File: src/rtl/gpio_bus_pkg.sv
// Shared types and constants for the two-master GPIO/UART peripheral port arbiter.
package gpio_bus_pkg;

  typedef enum logic [1:0] {
    ST_IDLE  = 2'd0,
    ST_ISSUE = 2'd1,
    ST_WAIT  = 2'd2,
    ST_RESP  = 2'd3
  } state_t;

  localparam logic [1:0] SZ_B = 2'd0;
  localparam logic [1:0] SZ_H = 2'd1;
  localparam logic [1:0] SZ_W = 2'd2;

  localparam logic [2:0] EXEC_STATE_DEFAULT = 3'd6;

endpackage

File: src/rtl/rr_arb2.sv
// Two-way round-robin pick: a lone requester always wins, and on a tie the
// requester that did not win last time gets the grant.
module rr_arb2 (
  input  logic req0,
  input  logic req1,
  input  logic last_grant,
  output logic gnt_valid,
  output logic gnt_id
);

  always_comb begin
    gnt_valid = req0 | req1;
    if (req0 && req1) gnt_id = ~last_grant;
    else              gnt_id = req1;
  end

endmodule

File: src/rtl/gpio_bus_arbiter.sv
// Arbitrates the core LSU (0) and debug loader (1) onto the single peripheral
// port, sequencing each access as IDLE -> ISSUE -> WAIT -> RESP.
module gpio_bus_arbiter
  import gpio_bus_pkg::*;
#(
  parameter logic [31:0] BASE_ADDR   = 32'h0000_1000,
  parameter int          WINDOW_BITS = 4,
  parameter logic [2:0]  EXEC_STATE  = EXEC_STATE_DEFAULT
) (
  input  logic        clk,
  input  logic        rst_n,
  input  logic        req0,
  input  logic        req1,
  input  logic        we0,
  input  logic        we1,
  input  logic [1:0]  size0,
  input  logic [1:0]  size1,
  input  logic        uns0,
  input  logic        uns1,
  input  logic [31:0] addr0,
  input  logic [31:0] addr1,
  input  logic [31:0] wdata0,
  input  logic [31:0] wdata1,
  output logic        ack0,
  output logic        ack1,
  output logic        err0,
  output logic        err1,
  output logic [31:0] rdata0,
  output logic [31:0] rdata1,
  output logic [2:0]  per_state,
  output logic        per_enabled,
  output logic        per_load_enable,
  output logic        per_store_enable,
  output logic        per_is_lb,
  output logic        per_is_lbu,
  output logic        per_is_lh,
  output logic        per_is_lhu,
  output logic        per_is_lw,
  output logic        per_is_sb,
  output logic        per_is_sh,
  output logic        per_is_sw,
  output logic [31:0] per_address,
  output logic [31:0] per_data_in,
  input  logic [31:0] per_data_out
);

  localparam logic [31:0] WIN_MASK = ~((32'd1 << WINDOW_BITS) - 32'd1);

  state_t      state, state_next;
  logic        gnt_valid, gnt_id, last_grant;
  logic        cur_id, cur_we, cur_uns, cur_err;
  logic [1:0]  cur_size;
  logic        sel_we, sel_uns, sel_in_win;
  logic [1:0]  sel_size;
  logic [31:0] sel_addr, sel_wdata;

  rr_arb2 u_arb (
    .req0       (req0),
    .req1       (req1),
    .last_grant (last_grant),
    .gnt_valid  (gnt_valid),
    .gnt_id     (gnt_id)
  );

  always_comb begin
    sel_we     = gnt_id ? we1    : we0;
    sel_size   = gnt_id ? size1  : size0;
    sel_uns    = gnt_id ? uns1   : uns0;
    sel_addr   = gnt_id ? addr1  : addr0;
    sel_wdata  = gnt_id ? wdata1 : wdata0;
    sel_in_win = (sel_addr & WIN_MASK) == BASE_ADDR;
  end

  // NOTE: sequential state uses non-blocking assignments so every register
  // samples the pre-edge value of every other register.
  always_ff @(posedge clk) begin
    if (!rst_n) state <= ST_IDLE;
    else        state <= state_next;
  end

  always_comb begin
    state_next = state;
    case (state)
      ST_IDLE:  if (gnt_valid) state_next = sel_in_win ? ST_ISSUE : ST_RESP;
      ST_ISSUE: state_next = ST_WAIT;
      ST_WAIT:  state_next = ST_RESP;
      ST_RESP:  state_next = ST_IDLE;
      default:  state_next = ST_IDLE;
    endcase
  end

  // The winner's rdata is cleared at grant so stores and errors return 0.
  always_ff @(posedge clk) begin
    if (!rst_n) begin
      last_grant  <= 1'b1;
      cur_id      <= 1'b0;
      cur_we      <= 1'b0;
      cur_size    <= SZ_B;
      cur_uns     <= 1'b0;
      cur_err     <= 1'b0;
      per_address <= '0;
      per_data_in <= '0;
      rdata0      <= '0;
      rdata1      <= '0;
    end else begin
      if (state == ST_IDLE && gnt_valid) begin
        last_grant  <= gnt_id;
        cur_id      <= gnt_id;
        cur_we      <= sel_we;
        cur_size    <= sel_size;
        cur_uns     <= sel_uns;
        cur_err     <= ~sel_in_win;
        per_address <= sel_addr;
        per_data_in <= sel_wdata;
        if (gnt_id) rdata1 <= '0;
        else        rdata0 <= '0;
      end
      if (state == ST_WAIT && !cur_we) begin
        if (cur_id) rdata1 <= per_data_out;
        else        rdata0 <= per_data_out;
      end
    end
  end

  // NOTE: every output gets a default before the case so no latch is inferred.
  always_comb begin
    ack0             = 1'b0;
    ack1             = 1'b0;
    err0             = 1'b0;
    err1             = 1'b0;
    per_state        = 3'd0;
    per_enabled      = 1'b0;
    per_load_enable  = 1'b0;
    per_store_enable = 1'b0;
    per_is_lb        = 1'b0;
    per_is_lbu       = 1'b0;
    per_is_lh        = 1'b0;
    per_is_lhu       = 1'b0;
    per_is_lw        = 1'b0;
    per_is_sb        = 1'b0;
    per_is_sh        = 1'b0;
    per_is_sw        = 1'b0;
    case (state)
      ST_ISSUE: begin
        per_state        = EXEC_STATE;
        per_enabled      = 1'b1;
        per_load_enable  = ~cur_we;
        per_store_enable = cur_we;
        case (cur_size)
          SZ_B: begin
            per_is_sb  = cur_we;
            per_is_lbu = ~cur_we & cur_uns;
            per_is_lb  = ~cur_we & ~cur_uns;
          end
          SZ_H: begin
            per_is_sh  = cur_we;
            per_is_lhu = ~cur_we & cur_uns;
            per_is_lh  = ~cur_we & ~cur_uns;
          end
          default: begin
            per_is_sw = cur_we;
            per_is_lw = ~cur_we;
          end
        endcase
      end
      ST_RESP: begin
        ack0 = ~cur_id;
        ack1 = cur_id;
        err0 = ~cur_id & cur_err;
        err1 = cur_id & cur_err;
      end
      default: ;
    endcase
  end

endmodule
File: config.mk
export PLATFORM = sky130hd
export DESIGN_NAME = gpio_bus_arbiter
export DESIGN_NICKNAME = d
export VERILOG_FILES = /design/src/rtl/gpio_bus_pkg.sv /design/src/rtl/rr_arb2.sv /design/src/rtl/gpio_bus_arbiter.sv
export SDC_FILE = /design/constraint.sdc
export NUM_CORES = 1
export LEC_CHECK = 0
export BUFFER_PORTS_ARGS = -buffer_cell sky130_fd_sc_hd__buf_2
export CAP_MARGIN = 20
export CORE_MARGIN = 10
export CORE_UTILIZATION = 45
export CTS_BUF_LIST = sky130_fd_sc_hd__clkbuf_8 sky130_fd_sc_hd__clkbuf_16
export CTS_CLUSTER_SIZE = 8
export DETAILED_ROUTE_END_ITERATION = 16
export GPL_ROUTABILITY_DRIVEN = 1
export PLACE_DENSITY_LB_ADDON = 0.2
export SKIP_CTS_REPAIR_TIMING = 1
export SLEW_MARGIN = 25
export SYNTH_ARGS = -nofsm -noshare
export SYNTH_HDL_FRONTEND = slang
export SYNTH_HIERARCHICAL = 1
export SYNTH_SLANG_ARGS = --single-unit
File: constraint.sdc
create_clock -name clk -period 2.3 [get_ports clk]
set_input_delay 0.115 -clock clk [delete_from_list [all_inputs] [get_ports clk]]
set_output_delay 0.115 -clock clk [all_outputs]
set_load 0.01 [all_outputs]
==> flow_summary_export.csv, run 1 <==
group,metric,value,unit
sta,holdWs,-0.001266,ns
finish,final_cell_mix,"buf_2, dfxtp_1, nand2_1",
sta,max_slew_margin,60.54,%
floorplan,initial_core_util,45.70,%
floorplan,boundaryPins,318,
detailed_routing,drt_iter0_markers,379,
yosys,avgSynthCellArea,10.07,sq um
sta,drv_slew,0,
power,powerDensity,1010,nW/um^2
grt,first_global_vias,5900,
sta,setup_viol,0,
floorplan,die_width,135.5,um
detailed_routing,wl,19520,um
yosys,syn_area,6005,sq um
detailed_routing,viasPerCell,5.240,
finish,fin_nets,1064,
yosys,synth.net_count,773,
power,leakagePower,4.524,nW
yosys,syn_inst,596,
detailed_routing,wl_per_cell,18.13,um
sta,finalCriticalPeriod,1.893,ns
sta,hold_viol_final,1,
yosys,ys_seq_area_share,45.68,%
setup_path,start_kind,"flip-flop",
setup_path,crit_fanout,6,
yosys,synth-edff-count,0,
sta,fmax,528.2,MHz
place,gp_congestion,0.8007,
yosys,async_flop_share,0,%
floorplan,die_h,135.5,um
run,cap_violations,0,
grt,grt_usage,20.10,%
sta,grt_setup_unrepaired,"false",
place,dp_hpwl,15080,um
yosys,ys_types,37,
clock_network,clockRootBuffer,"clkbuf_16",
finish,layout-drive-gt1-share,40.44,%
sta,tightestPinTransition,0.5919,ns
hold_path,min_path_type,"in2reg",
setup_path,crit_path_end_kind,"output pin",
setup_path,required,2.18,ns
yosys,synth_area_leaders,"dfxtp_1, mux2i_1, o211a_1, a22oi_1, nor2b_1",
yosys,yosysTopAreaCell,"dfxtp_1",
detailed_routing,dr.pass1.iters,5,
sta,post-route-period-util,82.32,%
detailed_routing,drc,0,
finish,final_common_cell,"buf_2",
clock_network,cts_sinks,137,
power,ir_drop,0.4616,mV
floorplan,die_area,18360,sq um
run_status,status,"finished, violations left",
sta,skew,0.008035,ns
floorplan,fp-row-count,42,
clock_network,insertion_delay,0.41,ns
clock_network,htree_num_levels,4,
clock_network,cts_buffers,17,
sta,fin_ws,0.4067,ns
clock_network,cts.path.max_buffers,2,
detailed_routing,ant_nets,0,
place,io_buffers,316,
setup_path,worstSetupPathType,"reg2out",
yosys,ys_ff_latch,137,
grt,grt-ovfl-total,0,
grt,grt_pass1_wl,29830,um
clock_network,path_clk_slew,0.06,ns
floorplan,coreArea,13140,sq um
place,preCtsSetupSlack,0.3975,ns
detailed_routing,num_vias,5644,
finish,area_growth,38.84,%
yosys,synth_top_cell_area_share,45.68,%
sta,tns,0,ns
yosys,yosysWarningCount,6,
power,total_power,0.008422,W
yosys,synth_flop_cell,"dfxtp_1",
run_status,violations,"hold timing",
grt,grt_max_degree,140,
setup_path,arrival,1.78,ns
clock_network,cts_tree,"done",
grt,antenna_found_initial,1,
-- power by group --
group / total (W) / switching, W / internal, W
registers: 0.00307 / 0.000254 / 0.00281
logic: 0.00242 / 0.00138 / 0.00104
clock network: 0.00294 / 0.000995 / 0.00194
total: 0.00842 / 0.00263 / 0.00580
-- cells in the mapped netlist (2+ instances only) --
master	n
nor4_1	10
buf_1	2
a22oi_1	64
ha_1	5
nor2_1	6
buf_4	5
nand2_1	78
nor2b_1	65
nor4b_1	3
and2_1	3
inv_1	5
clkbuf_1	15
o211a_1	69
buf_2	30
nor3_1	3
and3_1	3
buf_6	3
nand4_1	3
dfxtp_1	137
nand2b_1	2
mux2i_1	69
-- registers in the layout, summed over array words and instances (netlist names) --
register     cells
cur_err          1
per_data_in     32
cur_uns          1
state            2
per_address     32
last_grant       1
cur_we           1
cur_id           1
rdata0          32
cur_size         2
rdata1          32
-- worst paths after layout --
path,start,to,slack (ns),cells past startpoint
hold reg to reg,per_address[30],per_address[30],0.49,1
setup / recovery,state[1],per_is_lhu,0.41,6
setup reg to reg,state[0],rdata1[19],0.42,6
hold / removal,per_data_out[17],rdata0[17],-0.001,3
-- layout make-up --
| cell class | instances | area (sq um) |
|---|---|---|
| Multi-Input combinational cell | 399 | 2978 |
| Timing Repair Buffer | 327 | 1732 |
| Sequential cell | 137 | 2743 |
| Fill cell | 1137 | 4801 |
| Clock inverter | 14 | 203.9 |
| Inverter | 5 | 18.77 |
| Antenna cell | 1 | 2.502 |
| Tap cell | 176 | 220.2 |
| Clock buffer | 18 | 439.2 |
-- cells by family after synthesis --
kind of cell	after synthesis	synth area share, %
and+or+nand+nor	182	15.75
other	1	0.06245
DFF	137	45.68
muxes	69	11.50
adders and majority gates	5	1.042
AOI/OAI and AO/OA	142	20.90
buffers and inverters	60	5.064
-- worst max-delay path, cell delays in order, from the launching register on --
cell	delay, ns
dfxtp_1	0.34
inv_1	0.12
ha_1	0.31
nand2b_1	0.15
nor2_1	0.13
and3_1	0.18
buf_2	0.14
-- layer usage --
metal / GRT usage [%] / share of wire, %
met1: 20.89 / 38
met2: 35.05 / 50
met3: 8.754 / 9.7
met4: 7.656 / 1.9
met5: 0 / 0
-- stage by stage --
step	cell area, sq um	util [%]	cells
after floorplan	6005	-	596
after global placement	7681	58.47	1043
after detailed placement	7681	58.47	1043
after CTS	8324	63.36	1075
after global routing	8337	63.46	1077
final	8337	63.46	1077
Note: power is estimated with default switching activity, not from simulation.
==> run 2: changes to the inputs <==
- CORE_UTILIZATION: 45 -> 41
- clock period: 2.3 -> 1.7 ns (I/O delays scaled with it)
==> run 2 against run 1 <==
- the run still ends with hold timing left
- first-iteration DRC count is 31% lower
- clock power is 19% higher
- combinational power is 55% higher
- final cell count is 4.7% higher
- cell area is 5.3% higher
- global-route usage is 1.1 points lower
- via count is 1.7% higher
- sequential power is 36% higher
- critical endpoint is now rdata1[27]
==> flow_summary_export.csv, run 2 (synthesis gave the netlist of run 1 again) <==
group,metric,value,unit
run_status,status,"finished, violations left",
run_status,violations,"hold timing",
place,dp_hpwl,15430,um
run,cap_violations,0,
floorplan,coreArea,14420,sq um
grt,first_global_vias,5814,
sta,fmax,607.1,MHz
power,leakagePower,4.716,nW
clock_network,cts.path.max_buffers,2,
floorplan,initial_core_util,41.63,%
floorplan,die_area,19890,sq um
setup_path,arrival,1.99,ns
detailed_routing,drt_iter0_markers,261,
place,io_buffers,316,
sta,hold_viol_final,10,
setup_path,worstPathCellList,"inv_1 -> ha_1 -> and3b_1 -> a21oi_4 -> buf_12 -> a22oi_1 -> nor2b_1",
hold_path,hold_end,"rdata1[1]",
finish,area_growth,46.24,%
setup_path,r2r_end,"rdata1[27]",
grt,grt-ovfl-total,0,
finish,final_cell_mix,"buf_2, dfxtp_1, nand2_1",
setup_path,r2r_slack,0.05,ns
detailed_routing,dr.pass1.iters,5,
setup_path,crit_buf_inv,2,
floorplan,boundaryPins,318,
sta,holdWs,-0.02551,ns
floorplan,die_h,141.0,um
grt,grt_max_degree,76,
floorplan,fp-row-count,44,
setup_path,start_kind,"flip-flop",
detailed_routing,num_vias,5741,
sta,drv_slew,0,
hold_path,min_path_type,"in2reg",
detailed_routing,wl,20470,um
place,gp_congestion,0.8635,
detailed_routing,ant_nets,0,
detailed_routing,viasPerCell,5.090,
grt,antenna_found_initial,1,
setup_path,crit_fanout,32,
sta,skew,0.008984,ns
hold_path,worstHoldStart,"per_data_out[1]",
sta,post-route-period-util,96.90,%
finish,fin_nets,1107,
place,preCtsSetupSlack,0.1107,ns
finish,layout.cells.non_filler,1128,
detailed_routing,wl_per_cell,18.14,um
floorplan,die_width,141.0,um
power,powerDensity,1300,nW/um^2
clock_network,cts_buffers,17,
sta,setup_viol,0,
clock_network,htree_num_levels,4,
setup_path,worst_path_max_delay_cell,"dfxtp_2",
setup_path,cpLargestDelayFamily,"simple AND/OR/NAND/NOR gates",
setup_path,worstSetupPathType,"reg2reg",
sta,tns,0,ns
grt,grt_pass1_wl,30890,um
setup_path,r2r_cells,7,
setup_path,required,2.04,ns
finish,layout-drive-gt1-share,41.36,%
place,placed_cells,1067,
grt,grt_usage,19.01,%
clock_network,cts_tree,"done",
power,ir_drop,0.6627,mV
setup_path,critical_path.max_stage_delay,0.38,ns
clock_network,clockRootBuffer,"clkbuf_16",
detailed_routing,drc,0,
setup_path,r2r-start,"state[0]",
clock_network,insertion_delay,0.42,ns
clock_network,path_clk_slew,0.06,ns
clock_network,cts_sinks,137,
sta,fin_ws,0.05271,ns
setup_path,crit_path_end_kind,"flip-flop",
sta,finalCriticalPeriod,1.647,ns
hold_path,whs_path_depth,3,
finish,final_common_cell,"buf_2",
run 2: worst max-delay path by stage:
stage / start / to / slack, ns / depth (start not counted)
after floorplan: state[0] / per_address[22] / 0.13 / 7
after global placement: last_grant / per_data_in[2] / 0.11 / 6
after detailed placement: last_grant / per_address[29] / 0.11 / 6
after CTS: state[1] / per_is_lbu / -0.15 / 5
after global routing: state[0] / rdata1[27] / -0.05 / 7
final: state[0] / rdata1[27] / 0.05 / 7
run 2: worst register-to-register path, cell delays in order (launching register included):
cell and delay [ns]:
dfxtp_2 0.38, inv_1 0.10, ha_1 0.23, and3b_1 0.24
a21oi_4 0.15, buf_12 0.20, a22oi_1 0.12, nor2b_1 0.17
run 2: cell type report:
cell class / count / area (sq um)
tap: 184 / 230.2
clock buffer: 18 / 439.2
inverter: 5 / 18.77
multi-input combinational: 399 / 3017
sequential: 137 / 2745
fill: 1321 / 5643
timing repair buffer: 370 / 2203
antenna: 1 / 2.502
clock inverter: 14 / 125.1
run 2: power by group:
| group | internal (W) | switching (W) |
|---|---|---|
| combinational | 0.00176 | 0.00199 |
| clock | 0.00197 | 0.00153 |
| sequential | 0.00381 | 0.000363 |
| total | 0.00753 | 0.00388 |
run 2: per-layer routing:
metal,part of all wire (%),track usage (%)
met5,0,0
met4,2.3,7.228
met3,9.8,8.465
met2,47,30.52
met1,41,21.76
run 2: per-stage QoR:
stage / instance area [sq um] / util (%) / power [W] / hold WS, ns
floorplan: 6005 / - / 0.006237 / 0.2688
global placement: 7874 / 54.59 / 0.007769 / 0.3770
detailed placement: 7874 / 54.59 / 0.007803 / 0.3834
CTS: 8438 / 58.50 / 0.01134 / -0.06304
global route: 8778 / 60.86 / 0.01206 / 0.006077
finish: 8781 / 60.88 / 0.01141 / -0.02551
==> run 3: changes to the inputs <==
- CORE_UTILIZATION: 41 -> 50
- CTS_BUF_LIST: sky130_fd_sc_hd__clkbuf_8 sky130_fd_sc_hd__clkbuf_16 -> sky130_fd_sc_hd__clkbuf_4 sky130_fd_sc_hd__clkbuf_8
- CTS_CLUSTER_DIAMETER: not set -> 200
- clock period: 1.7 -> 2 ns (I/O delays scaled with it)
==> run 3 against run 2 <==
- clock-buffer cell count increased by 7
- routed wire length fell by 0.88%
- non-clock buffer count fell by 13
- the run still ends with hold timing left
- critical endpoint is now per_is_lbu
==> flow_summary_export.csv, run 3 (synthesis gave the netlist of run 1 again) <==
group,metric,value,unit
run_status,status,"finished, violations left",
run_status,violations,"hold timing",
grt,first_global_vias,5837,
clock_network,cts.path.max_buffers,2,
power,powerDensity,1031,nW/um^2
sta,post-route-period-util,92.34,%
place,placed_area,7660,sq um
finish,fill_cells,875,
setup_path,arrival,1.75,ns
detailed_routing,viasPerCell,5.399,
finish,layout-drive-gt1-share,39.40,%
place,dp_hpwl,15490,um
power,total_power,0.008615,W
power,clockPowerShare,25.4,%
power,seqPwrFrac,41.0,%
sta,drv_slew,0,
clock_network,htree_num_levels,4,
sta,grt_setup_unrepaired,"false",
clock_network,cts_tree,"done",
setup_path,start_kind,"flip-flop",
finish,area_growth,39.13,%
power,comb_power_share,33.6,%
floorplan,initial_core_util,51.92,%
sta,hold_viol_final,3,
floorplan,coreArea,11560,sq um
floorplan,die_width,129.6,um
clock_network,cts_buffers,17,
power,leakagePower,4.531,nW
setup_path,worstSetupPathType,"reg2out",
clock_network,cts_sinks,137,
sta,finalCriticalPeriod,1.847,ns
grt,grt_pass1_wl,29940,um
floorplan,die_h,129.6,um
finish,final_cell_mix,"buf_2, dfxtp_1, nand2_1",
run,cap_violations,0,
floorplan,boundaryPins,318,
power,p_int,0.005692,W
detailed_routing,dr.pass1.iters,7,
setup_path,required,1.90,ns
grt,grt-ovfl-total,0,
detailed_routing,num_vias,5793,
sta,fmax,541.5,MHz
grt,antenna_found_initial,1,
detailed_routing,ant_nets,0,
grt,grt_max_degree,81,
clock_network,insertion_delay,0.43,ns
finish,design_area,8354,sq um
detailed_routing,drt_iter0_markers,370,
sta,setup_viol,0,
detailed_routing,wl,20290,um
clock_network,clockRootBuffer,"clkbuf_8",
finish,fin_nets,1094,
setup_path,crit_fanout,6,
finish,final_common_cell,"buf_2",
power,swShare,33.93,%
power,p_sw,0.002923,W
sta,tns,0,ns
grt,grt_usage,22.23,%
place,gp_congestion,0.8684,
setup_path,crit_path_end_kind,"output pin",
hold_path,min_path_type,"in2reg",
detailed_routing,drc,0,
detailed_routing,wl_per_cell,18.90,um
floorplan,fp-row-count,39,
power,ir_drop,0.5915,mV
floorplan,die_area,16790,sq um
place,io_buffers,316,
sta,holdWs,-0.01035,ns
sta,skew,0.01341,ns
clock_network,path_clk_slew,0.07,ns
## run 3: cell types whose count changed in the layout (fill, tap and decap cells not counted), sizes merged
cell         before  now
clkinvlp          0    2
clkinv            4    3
bufinv            0    1
inv              15    5
buf             342  327
dlygate4sd3      27   30
clkbuf           19   25
## run 3: routing by layer
layer	GRT usage, %	part of all wire [%]	vias up
li1	-	-	2798
met1	23.07	38	2693
met2	38.51	50	276
met3	9.992	10	26
met4	8.929	2.1	0
met5	0	0	-
## run 3: worst paths after layout
check	end	depth (start not counted)	from	slack, ns
max	per_is_lbu	5	state[1]	0.15
min	rdata1[0]	3	per_data_out[0]	-0.01
max reg2reg	rdata0[25]	7	state[0]	0.35
min reg2reg	per_address[7]	1	per_address[7]	0.50
## run 3: through the flow
| step | setup slack (ns) | util, % | hold slack (ns) | cells |
|---|---|---|---|---|
| after global placement | 0.3877 | 66.23 | 0.3860 | 1011 |
| after CTS | 0.03987 | 69.60 | -0.06520 | 1042 |
| after floorplan | 0.4281 | - | 0.2838 | 596 |
| final | 0.1531 | 72.24 | -0.01035 | 1073 |
| after detailed placement | 0.3558 | 66.23 | 0.3973 | 1011 |
| after global routing | 0.002856 | 72.24 | 0.01094 | 1073 |
## run 3: worst max-delay path: stages, from the launching register on
cell      delay, ns
dfxtp_1        0.34
inv_1          0.11
ha_2           0.26
nand2b_1       0.14
nor4b_1        0.28
buf_2          0.19
## run 3: cell type report
class	count	area (sq um)	share of cell area (%)
multi-input cells	399	2980	35.67
flip-flops and latches	137	2743	32.83
repair buffers	357	2042	24.44
clock buffers	25	325.3	3.894
well taps	143	178.9	2.142
clock inverters	6	63.81	0.7638
inverters	5	18.77	0.2247
diodes	1	2.502	0.02995
## run 3: power by group through the flow
stage / clock network [W] / logic (W) / registers, W
floorplan: 0 / 0.00154 / 0.00376
global route: 0.00236 / 0.00317 / 0.00359
global placement: 0 / 0.00279 / 0.00356
detailed placement: 0 / 0.00286 / 0.00358
finish: 0.00219 / 0.00289 / 0.00353
CTS: 0.00223 / 0.00287 / 0.00353
